<file path="src/rtl/id_stage_hs.sv">
// Decode stage for the 16-bit MIPS-style pipeline: decodes one instruction per cycle,
// resolves BZ, and loads a valid/ready-handshaked ID/EX register with load-use interlock.
module id_stage_hs #(
  parameter int DATA_W     = 16,
  parameter int IMM_SIGNED = 1,
  parameter int CNT_W      = 16
) (
  input  logic              clk,
  input  logic              rst,
  input  logic              in_valid,
  output logic              in_ready,
  input  logic [15:0]       instr,
  output logic [2:0]        rs1_addr,
  output logic [2:0]        rs2_addr,
  input  logic [DATA_W-1:0] rs1_data,
  input  logic [DATA_W-1:0] rs2_data,
  input  logic              flush,
  output logic              branch_taken,
  output logic [DATA_W-1:0] branch_offset,
  output logic              ex_valid,
  input  logic              ex_ready,
  output logic [2:0]        ex_alu_cmd,
  output logic [DATA_W-1:0] ex_op_a,
  output logic [DATA_W-1:0] ex_op_b,
  output logic [DATA_W-1:0] ex_store_data,
  output logic [2:0]        ex_dest,
  output logic              ex_mem_we,
  output logic              ex_wb_sel,
  output logic              ex_wb_en,
  output logic              ex_illegal,
  output logic [CNT_W-1:0]  stall_cnt
);

  localparam logic [3:0] OP_NOP  = 4'd0;
  localparam logic [3:0] OP_ALU8 = 4'd8;
  localparam logic [3:0] OP_ADDI = 4'd9;
  localparam logic [3:0] OP_LD   = 4'd10;
  localparam logic [3:0] OP_ST   = 4'd11;
  localparam logic [3:0] OP_BZ   = 4'd12;

  typedef struct packed {
    logic              valid;
    logic              illegal;
    logic [2:0]        alu_cmd;
    logic [DATA_W-1:0] op_a;
    logic [DATA_W-1:0] op_b;
    logic [DATA_W-1:0] store_data;
    logic [2:0]        dest;
    logic              mem_we;
    logic              wb_sel;
    logic              wb_en;
  } ex_reg_t;

  ex_reg_t ex_q, ex_d, decoded;
  logic [CNT_W-1:0] stall_cnt_q, stall_cnt_d;

  logic [3:0]        opcode;
  logic [3:0]        opcode_m1;
  logic [2:0]        rs1_sel, rs2_sel;
  logic              is_alu, is_imm, is_illegal, reads_rs1, reads_rs2;
  logic              advance, hazard, accept;
  logic [DATA_W-1:0] imm_sext, imm_zext, imm_ext;

  // NOTE: every signal assigned in an always_comb gets a default first, so no path
  // through the block leaves it unassigned and no latch is inferred.
  always_comb begin
    opcode     = instr[15:12];
    opcode_m1  = opcode - 4'd1;
    rs1_sel    = instr[8:6];
    rs2_sel    = (opcode == OP_ST) ? instr[11:9] : instr[5:3];
    is_alu     = (opcode != OP_NOP) && (opcode <= OP_ALU8);
    is_imm     = (opcode >= OP_ADDI) && (opcode <= OP_ST);
    is_illegal = (opcode > OP_BZ);
    reads_rs1  = (opcode != OP_NOP) && (opcode <= OP_BZ);
    reads_rs2  = is_alu || (opcode == OP_ST);

    imm_sext = {{(DATA_W-6){instr[5]}}, instr[5:0]};
    imm_zext = {{(DATA_W-6){1'b0}}, instr[5:0]};
    imm_ext  = (IMM_SIGNED != 0) ? imm_sext : imm_zext;

    // Only a load in EX can create a hazard; ALU results are assumed forwarded.
    advance = !ex_q.valid || ex_ready;
    hazard  = ex_q.valid && ex_q.wb_sel && in_valid &&
              ((reads_rs1 && (ex_q.dest == rs1_sel)) ||
               (reads_rs2 && (ex_q.dest == rs2_sel)));
    in_ready = advance && !hazard;
    accept   = in_valid && in_ready && !flush;

    decoded = '0;
    if (is_alu) begin
      decoded.valid   = 1'b1;
      decoded.alu_cmd = opcode_m1[2:0];
      decoded.op_a    = rs1_data;
      decoded.op_b    = rs2_data;
      decoded.dest    = instr[11:9];
      decoded.wb_en   = 1'b1;
    end else if (is_imm) begin
      decoded.valid = 1'b1;
      decoded.op_a  = rs1_data;
      decoded.op_b  = imm_ext;
      if (opcode == OP_ST) begin
        decoded.store_data = rs2_data;
        decoded.mem_we     = 1'b1;
      end else begin
        decoded.dest   = instr[11:9];
        decoded.wb_en  = 1'b1;
        decoded.wb_sel = (opcode == OP_LD);
      end
    end else if (is_illegal) begin
      decoded.illegal = 1'b1;
    end

    if (flush) begin
      ex_d = '0;
    end else if (advance) begin
      ex_d = accept ? decoded : '0;
    end else begin
      ex_d = ex_q;
    end

    stall_cnt_d = stall_cnt_q;
    if (hazard && advance && !flush && (stall_cnt_q != {CNT_W{1'b1}})) begin
      stall_cnt_d = stall_cnt_q + {{(CNT_W-1){1'b0}}, 1'b1};
    end
  end

  // NOTE: sequential state uses non-blocking assignments so every flop samples
  // its _d value from before the clock edge, independent of statement order.
  always_ff @(posedge clk) begin
    if (rst) begin
      ex_q        <= '0;
      stall_cnt_q <= '0;
    end else begin
      ex_q        <= ex_d;
      stall_cnt_q <= stall_cnt_d;
    end
  end

  assign rs1_addr      = rs1_sel;
  assign rs2_addr      = rs2_sel;
  assign branch_taken  = accept && (opcode == OP_BZ) && (rs1_data == '0);
  assign branch_offset = imm_sext;

  assign ex_valid      = ex_q.valid;
  assign ex_illegal    = ex_q.illegal;
  assign ex_alu_cmd    = ex_q.alu_cmd;
  assign ex_op_a       = ex_q.op_a;
  assign ex_op_b       = ex_q.op_b;
  assign ex_store_data = ex_q.store_data;
  assign ex_dest       = ex_q.dest;
  assign ex_mem_we     = ex_q.mem_we;
  assign ex_wb_sel     = ex_q.wb_sel;
  assign ex_wb_en      = ex_q.wb_en;
  assign stall_cnt     = stall_cnt_q;

endmodule

</file>
<file path="config.mk">
export PLATFORM = sky130hd
export DESIGN_NAME = id_stage_hs
export DESIGN_NICKNAME = d
export VERILOG_FILES = /design/src/rtl/id_stage_hs.sv
export SDC_FILE = /design/constraint.sdc
export NUM_CORES = 1
export LEC_CHECK = 0
export BUFFER_PORTS_ARGS = -buffer_cell sky130_fd_sc_hd__clkbuf_2
export CORE_MARGIN = 1
export CORE_UTILIZATION = 30
export DETAILED_ROUTE_END_ITERATION = 8
export PLACE_DENSITY = 0.63
export SYNTH_ARGS = -nofsm -noshare
export SYNTH_HDL_FRONTEND = slang
export SYNTH_SLANG_ARGS = --single-unit
</file>
<file path="constraint.sdc">
create_clock -name clk -period 2.8 [get_ports clk]
set_input_delay 0.14 -clock clk [delete_from_list [all_inputs] [get_ports clk]]
set_output_delay 0.14 -clock clk [all_outputs]
set_load 0.005 [all_outputs]
</file>
# Word-level counts from Yosys, hierarchy flattened
# Index checks and enable logic that the tools add are counted.
[totals]
ff_bits = 75
wordCells = 67
[op_classes]
add_sub_neg = 2
n_lt_le_gt_ge = 5
n_eq_ne = 6
muxes = 18
reduce_logical = 25
[op_table]
columns = ["operator", "count"]
rows = [
  ["$mux 59", 1],
  ["$mux 54", 1],
  ["$mux 16", 2],
  ["$mux 32", 1],
  ["$add 16x1->16 const B", 1],
  ["$logic_and 1x1->1", 16],
  ["$logic_not 16->1", 1],
  ["$ne 16x16->1 const B", 1],
  ["$eq 4x4->1 const B", 3],
  ["$le 4x4->1 const B", 3],
  ["$mux 3", 4],
  ["$mux 1", 7],
  ["$eq 3x3->1", 2],
  ["$ge 4x4->1 const B", 1],
  ["$gt 4x4->1 const B", 1],
  ["$mux 2", 2],
  ["$reduce_bool 4->1", 1],
  ["$logic_not 1->1", 3],
  ["$logic_or 1x1->1", 3],
  ["$sub 3x1->3 const B", 1],
  ["$reduce_or 2->1", 1],
]

# Logic depth before layout (Yosys ltp)
[logic_depth]
ltp_word = 12
ltp_mapped = 11
depth_no_buf = 8

# Least setup slack after synthesis
# Ideal clock, no wire load.
[synth_timing]
path_kind = "input to register"
startpoint = "input port instr[12]"
endpoint = "register stall_cnt_q[0] (netlist: stall_cnt[0])"
setup_ns = 0.121
t_arrival_ns = 2.075
required_time_ns = 2.679
path_slack_ns = 0.604
cell_stages = 11
path_buffers = 3
path_cell_list = "inv_1 -> ha_1 -> nand2b_1 -> buf_6 -> mux2i_2 -> a311oi_2 -> o31a_1 -> buf_2 -> buf_6 -> a21oi_1 -> mux2_2"
[synth_via]
elab_chain_len = 9
elab_cells_between_ends = 16
classes_between = "order compare (2); eq/ne (2); mux (1); reduce/logical (11)"
[synth_lines]
columns = ["item", "line", "rtl"]
rows = [
  ["start: declaration", "12", "input logic [15:0] instr,"],
  ["$le 4x4->1, or another cell as far along", "71", "is_alu = (opcode != OP_NOP) && (opcode <= OP_ALU8);"],
  ["$logic_and 1x1->1 or $mux 3 (tied branches)", "71, 70", ""],
  ["$logic_or 1x1->1 or $eq 3x3->1 (tied branches)", "75, 85", ""],
  ["$logic_and 1x1->1", "85", "(reads_rs2 && (ex_q.dest == rs2_sel)));"],
  ["$logic_or 1x1->1 (*)", "84", "((reads_rs1 && (ex_q.dest == rs1_sel)) ||"],
  ["$logic_and 1x1->1 (*)", "83", "hazard = ex_q.valid && ex_q.wb_sel && in_valid &&"],
  ["$logic_and 1x1->1 (*) (3 in series)", "122", "if (hazard && advance && !flush && (stall_cnt_q != {CNT_W{1'b1}})) begin"],
  ["end signal: assignment", "135", "stall_cnt_q <= stall_cnt_d;"],
  ["end: declaration", "55", "logic [CNT_W-1:0] stall_cnt_q, stall_cnt_d;"],
]
# Mark *: on every way between the ends. The rest lies on a longest branch, timed or not.
# A chain may end at the register's enable or synchronous reset.

# Worst setup path in the final report
[layout_timing]
startpoint = "register ex_q, in the netlist ex_dest[0]"
endpoint = "register ex_q, in the netlist ex_op_a[14]"
[layout_via]
elab_chain_len = 9
elab_cells_between_ends = 11
classes_between = "eq/ne (2); mux (1); reduce/logical (8)"
[layout_lines]
columns = ["item", "line", "rtl"]
rows = [
  ["start: declaration", "54", "ex_reg_t ex_q, ex_d, decoded;"],
  ["start signal: assignment", "131", "ex_q <= '0;"],
  ["start signal: assignment", "134", "ex_q <= ex_d;"],
  ["$eq 3x3->1, on equally long branches", "84, 85", ""],
  ["$logic_and 1x1->1, on equally long branches", "84, 85", ""],
  ["$logic_or 1x1->1 (*)", "84", ""],
  ["$logic_and 1x1->1 (*)", "83", ""],
  ["$logic_not 1->1 (*)", "86", "in_ready = advance && !hazard;"],
  ["$logic_and 1x1->1 (*)", "86", ""],
  ["$logic_and 1x1->1 (*) (2 in series)", "87", "accept = in_valid && in_ready && !flush;"],
  ["$mux 59 (*)", "116", "ex_d = accept ? decoded : '0;"],
]
# Marked as above.

==> load_flow_metrics.sql <==
INSERT INTO impl_metrics (metric_group, metric, value, unit) VALUES
('min_path', 'class_of_the_tightest_hold_or_removal_check', 'in -> reg', ''),
('timing', 'final.setup.tns', '0', 'ps'),
('layout', 'area_taken_by_multi_input_logic_gates', '1750', 'sq um'),
('pwr', 'power_density', '524', 'nW/um^2'),
('synth', 'synth_top_cells_by_area', 'sky130_fd_sc_hd__dfxtp_1 (42%), sky130_fd_sc_hd__a22o_1 (10%), sky130_fd_sc_hd__buf_4 (4.0%)', ''),
('layout', 'synthToLayoutAreaGrowth', '29.2', '%'),
('timing', 'timing.final.ws_setup', '405', 'ps'),
('floorplan', 'die_x', '111', 'um'),
('grt', 'grt_remaining_overflow', '0', ''),
('drt', 'postRouteAntennaNets', '0', ''),
('synth', 'synth.net_count', '438', ''),
('drt', 'detail_route.wirelength', '9670', 'um'),
('drt', 'initialDrtViolationCount', '305', ''),
('clocking', 'cts.repair.resized', '0', ''),
('synth', 'post-synth-top-area-cell', 'sky130_fd_sc_hd__dfxtp_1', ''),
('critical_path', 'worstSetupStartpointType', 'flip-flop', ''),
('layout', 'num-fill-cells', '1156', ''),
('synth', 'most_instantiated_flip_flop_cell_in_the_synthesis_netlist', 'sky130_fd_sc_hd__dfxtp_1', ''),
('pwr', 'fin_total_pwr', '0.00239', 'W'),
('timing', 'post-route-period-util', '0.855', ''),
('floorplan', 'core.rowCount', '39', ''),
('clocking', 'clock_sinks', '75', ''),
('layout', 'post-route-util', '0.398', ''),
('synth', 'yosys_register_bits', '75', ''),
('pwr', 'comb_power_share', '0.079', ''),
('critical_path', 'criticalPathCategory', 'reg -> reg', ''),
('critical_path', 'timing.critical_path.to_type', 'flip-flop', ''),
('grt', 'global_route_wire_length_before_repair', '15600', 'um'),
('pwr', 'switchingPower', '0.000551', 'W'),
('clocking', 'clock_tree_from_tritoncts', 'done', ''),
('synth', 'syn_inst', '381', ''),
('pwr', 'share_seq_of_total_power', '0.453', ''),
('timing', 'period_minus_slack', '2390', 'ps'),
('timing', 'timing.hold.ws', '34.3', 'ps'),
('run_status', 'run_status', 'complete, no violations', ''),
('timing', 'finalMaxSlewViolations', '0', ''),
('timing', 'report.final.hold_viol_count', '0', ''),
('drt', 'detail_route.wl_per_cell', '14.8', 'um'),
('flow_run', 'timing.max_cap.violations', '0', ''),
('layout', 'layout.nets', '565', ''),
('synth', 'post_synth_num_cell_types', '49', ''),
('synth', 'synth_async_sr_flop_share', '0', ''),
('grt', 'grt_antenna_before_repair', '0', ''),
('clocking', 'cts.htree.levels', '3', ''),
('critical_path', 'endpoint_arrival_time_on_the_critical_path', '2670', 'ps'),
('pwr', 'leakagePower', '2.03', 'nW'),
('grt', 'vias_in_the_first_global_route', '3143', ''),
('drt', 'drt_drc_violations_left', '0', ''),
('drt', 'vias', '3355', ''),
('grt', 'grt_util_all_layers', '0.158', ''),
('synth', 'yosysTopAreaCellShare', '0.425', ''),
('layout', 'flip_flop_and_latch_area', '1500', 'sq um'),
('pwr', 'vdd.ir_drop.worst', '0.414', 'mV'),
('synth', 'syn_area_per_cell', '9.28', 'sq um'),
('drt', 'detailed_routing_iteration_count_for_the_pre_antenna_repair_pass', '4', ''),
('placed_design', 'pre_cts_slack', '123', 'ps'),
('clocking', 'path_clk_slew', '60', 'ps'),
('clocking', 'post_cts_setup_repair_buffer_count', '0', ''),
('floorplan', 'fp.dieH', '111', 'um'),
('timing', 'slew_headroom', '0.269', ''),
('timing', 'setup_viol', '0', ''),
('synth', 'synth_area', '3540', 'sq um'),
('placed_design', 'routabilityCongestion', '0.819', ''),
('floorplan', 'dieArea', '12200', 'sq um'),
('floorplan', 'initial_utilization', '0.308', ''),
('placed_design', 'portBuffers', '151', ''),
('clocking', 'clk_root_buffer_cell', 'sky130_fd_sc_hd__clkbuf_16', ''),
('critical_path', 'critical_path.max_fanout', '17', ''),
('pwr', 'cell_internal_pwr', '0.00184', 'W'),
('timing', 'worst_slew_pin_slew', '1090', 'ps'),
('synth', 'synth_edf_count', '0', '');
==> registers in the layout (all words and copies together), names as in the netlist <==
| signal | cells |
|---|---|
| ex_wb_sel | 1 |
| ex_op_a | 16 |
| ex_illegal | 1 |
| ex_wb_en | 1 |
| ex_store_data | 16 |
| ex_alu_cmd | 3 |
| ex_dest | 3 |
| ex_valid | 1 |
| ex_op_b | 16 |
| ex_mem_we | 1 |
| stall_cnt | 16 |
==> layout by cell type, fill, tap and decap left out, drive strengths merged, types with 2 or more instances in the layout <==
cell and n:
nand2 33, clkbuf 161, xor2 4, clkinvlp 2, o31ai 5, mux2i 8, nand2b 8, buf 8
nor4 5, or4 4, inv 8, a21o 2, mux2 2, nand4b 2, and3 3, and2 2
a32o 2, a221oi 11, nor2b 9, or3 9, o22ai 5, o21ai 16, a22o 42, nor2 16
nor3 7, or2 2, clkinv 2, and3b 2, nand4 10, nand3 6, a21oi 25, dfxtp 75
ha 4
==> through the flow <==
stage	instance area, sq um	cells
floorplan	3540	381
global placement	4280	640
detailed placement	4280	640
CTS	4570	655
global route	4570	655
finish	4570	655
==> logic make-up (layout without fill, tap and decap cells) <==
| kind of cell | count (synthesis) | count (layout) | share of synthesized area |
|---|---|---|---|
| multiplexers | 10 | 10 | 0.0301 |
| AND/OR/NAND/NOR | 122 | 122 | 0.194 |
| flip-flops | 75 | 75 | 0.425 |
| AO/OA/AOI/OAI | 115 | 115 | 0.243 |
| XOR/XNOR | 4 | 4 | 0.00991 |
| adder cells (fa/ha/maj) | 4 | 4 | 0.0142 |
| buffers and inverters | 51 | 182 | 0.0846 |
==> area by class of cell <==
cell class	count	share of cell area
multi-input cells	255	0.382
flip-flops and latches	75	0.329
repair buffers	159	0.181
inverters	8	0.00657
clock buffers	10	0.0501
clock inverters	5	0.0121
well taps	143	0.0392
==> worst max-delay path: stages (launching register included) <==
cell                       delay, ps
sky130_fd_sc_hd__dfxtp_1         380
sky130_fd_sc_hd__nor2b_1         180
sky130_fd_sc_hd__nor3_1           80
sky130_fd_sc_hd__a311oi_2        350
sky130_fd_sc_hd__o41ai_4         180
sky130_fd_sc_hd__nor3_2          910
sky130_fd_sc_hd__a22o_1          250
==> metal layers <==
| layer | GRT usage | up-vias | share of wire |
|---|---|---|---|
| li1 | - | 1662 | - |
| met1 | 0.197 | 1540 | 0.45 |
| met5 | 0 | - | 0 |
| met4 | 0.0551 | 0 | 0.024 |
| met2 | 0.256 | 133 | 0.47 |
| met3 | 0.0499 | 20 | 0.063 |
==> cell usage after synthesis (3+ instances only) <==
cell	instances
sky130_fd_sc_hd__nor2_1	15
sky130_fd_sc_hd__o22ai_1	5
sky130_fd_sc_hd__or4_1	4
sky130_fd_sc_hd__nor3_1	6
sky130_fd_sc_hd__buf_4	19
sky130_fd_sc_hd__nor4_1	4
sky130_fd_sc_hd__nand4_1	10
sky130_fd_sc_hd__o31ai_1	5
sky130_fd_sc_hd__inv_1	8
sky130_fd_sc_hd__nand2b_1	8
sky130_fd_sc_hd__mux2i_1	7
sky130_fd_sc_hd__buf_2	5
sky130_fd_sc_hd__a221oi_1	11
sky130_fd_sc_hd__ha_1	4
sky130_fd_sc_hd__or3_1	9
sky130_fd_sc_hd__dfxtp_1	75
sky130_fd_sc_hd__a21oi_1	25
sky130_fd_sc_hd__and3_1	3
sky130_fd_sc_hd__nand3_1	6
sky130_fd_sc_hd__o21ai_0	16
sky130_fd_sc_hd__a22o_1	42
sky130_fd_sc_hd__nor2b_1	9
sky130_fd_sc_hd__nand2_1	33
sky130_fd_sc_hd__buf_6	4
sky130_fd_sc_hd__xor2_1	4
sky130_fd_sc_hd__clkbuf_1	14
==> path summary, 6_finish.rpt <==
path	startpoint	endpoint	slack, ps	depth (start not counted)
setup / recovery	ex_dest[0]	ex_op_a[14]	410	6
hold / removal	rs1_data[4]	ex_op_a[4]	30	2
setup reg to reg	ex_dest[0]	ex_op_a[14]	410	6
hold reg to reg	ex_mem_we	ex_mem_we	460	1
==> power groups by stage <==
stage,Combinational [W],Clock (W),Sequential [W]
2_1_floorplan,0.000111,0,0.00111
3_3_place_gp,0.000188,0,0.00111
3_5_place_dp,0.000191,0,0.00111
4_1_cts,0.000191,0.00114,0.00108
5_1_grt,0.000210,0.00119,0.00108
6_report,0.000189,0.00112,0.00108
Note: power is estimated with default switching activity, not from simulation.
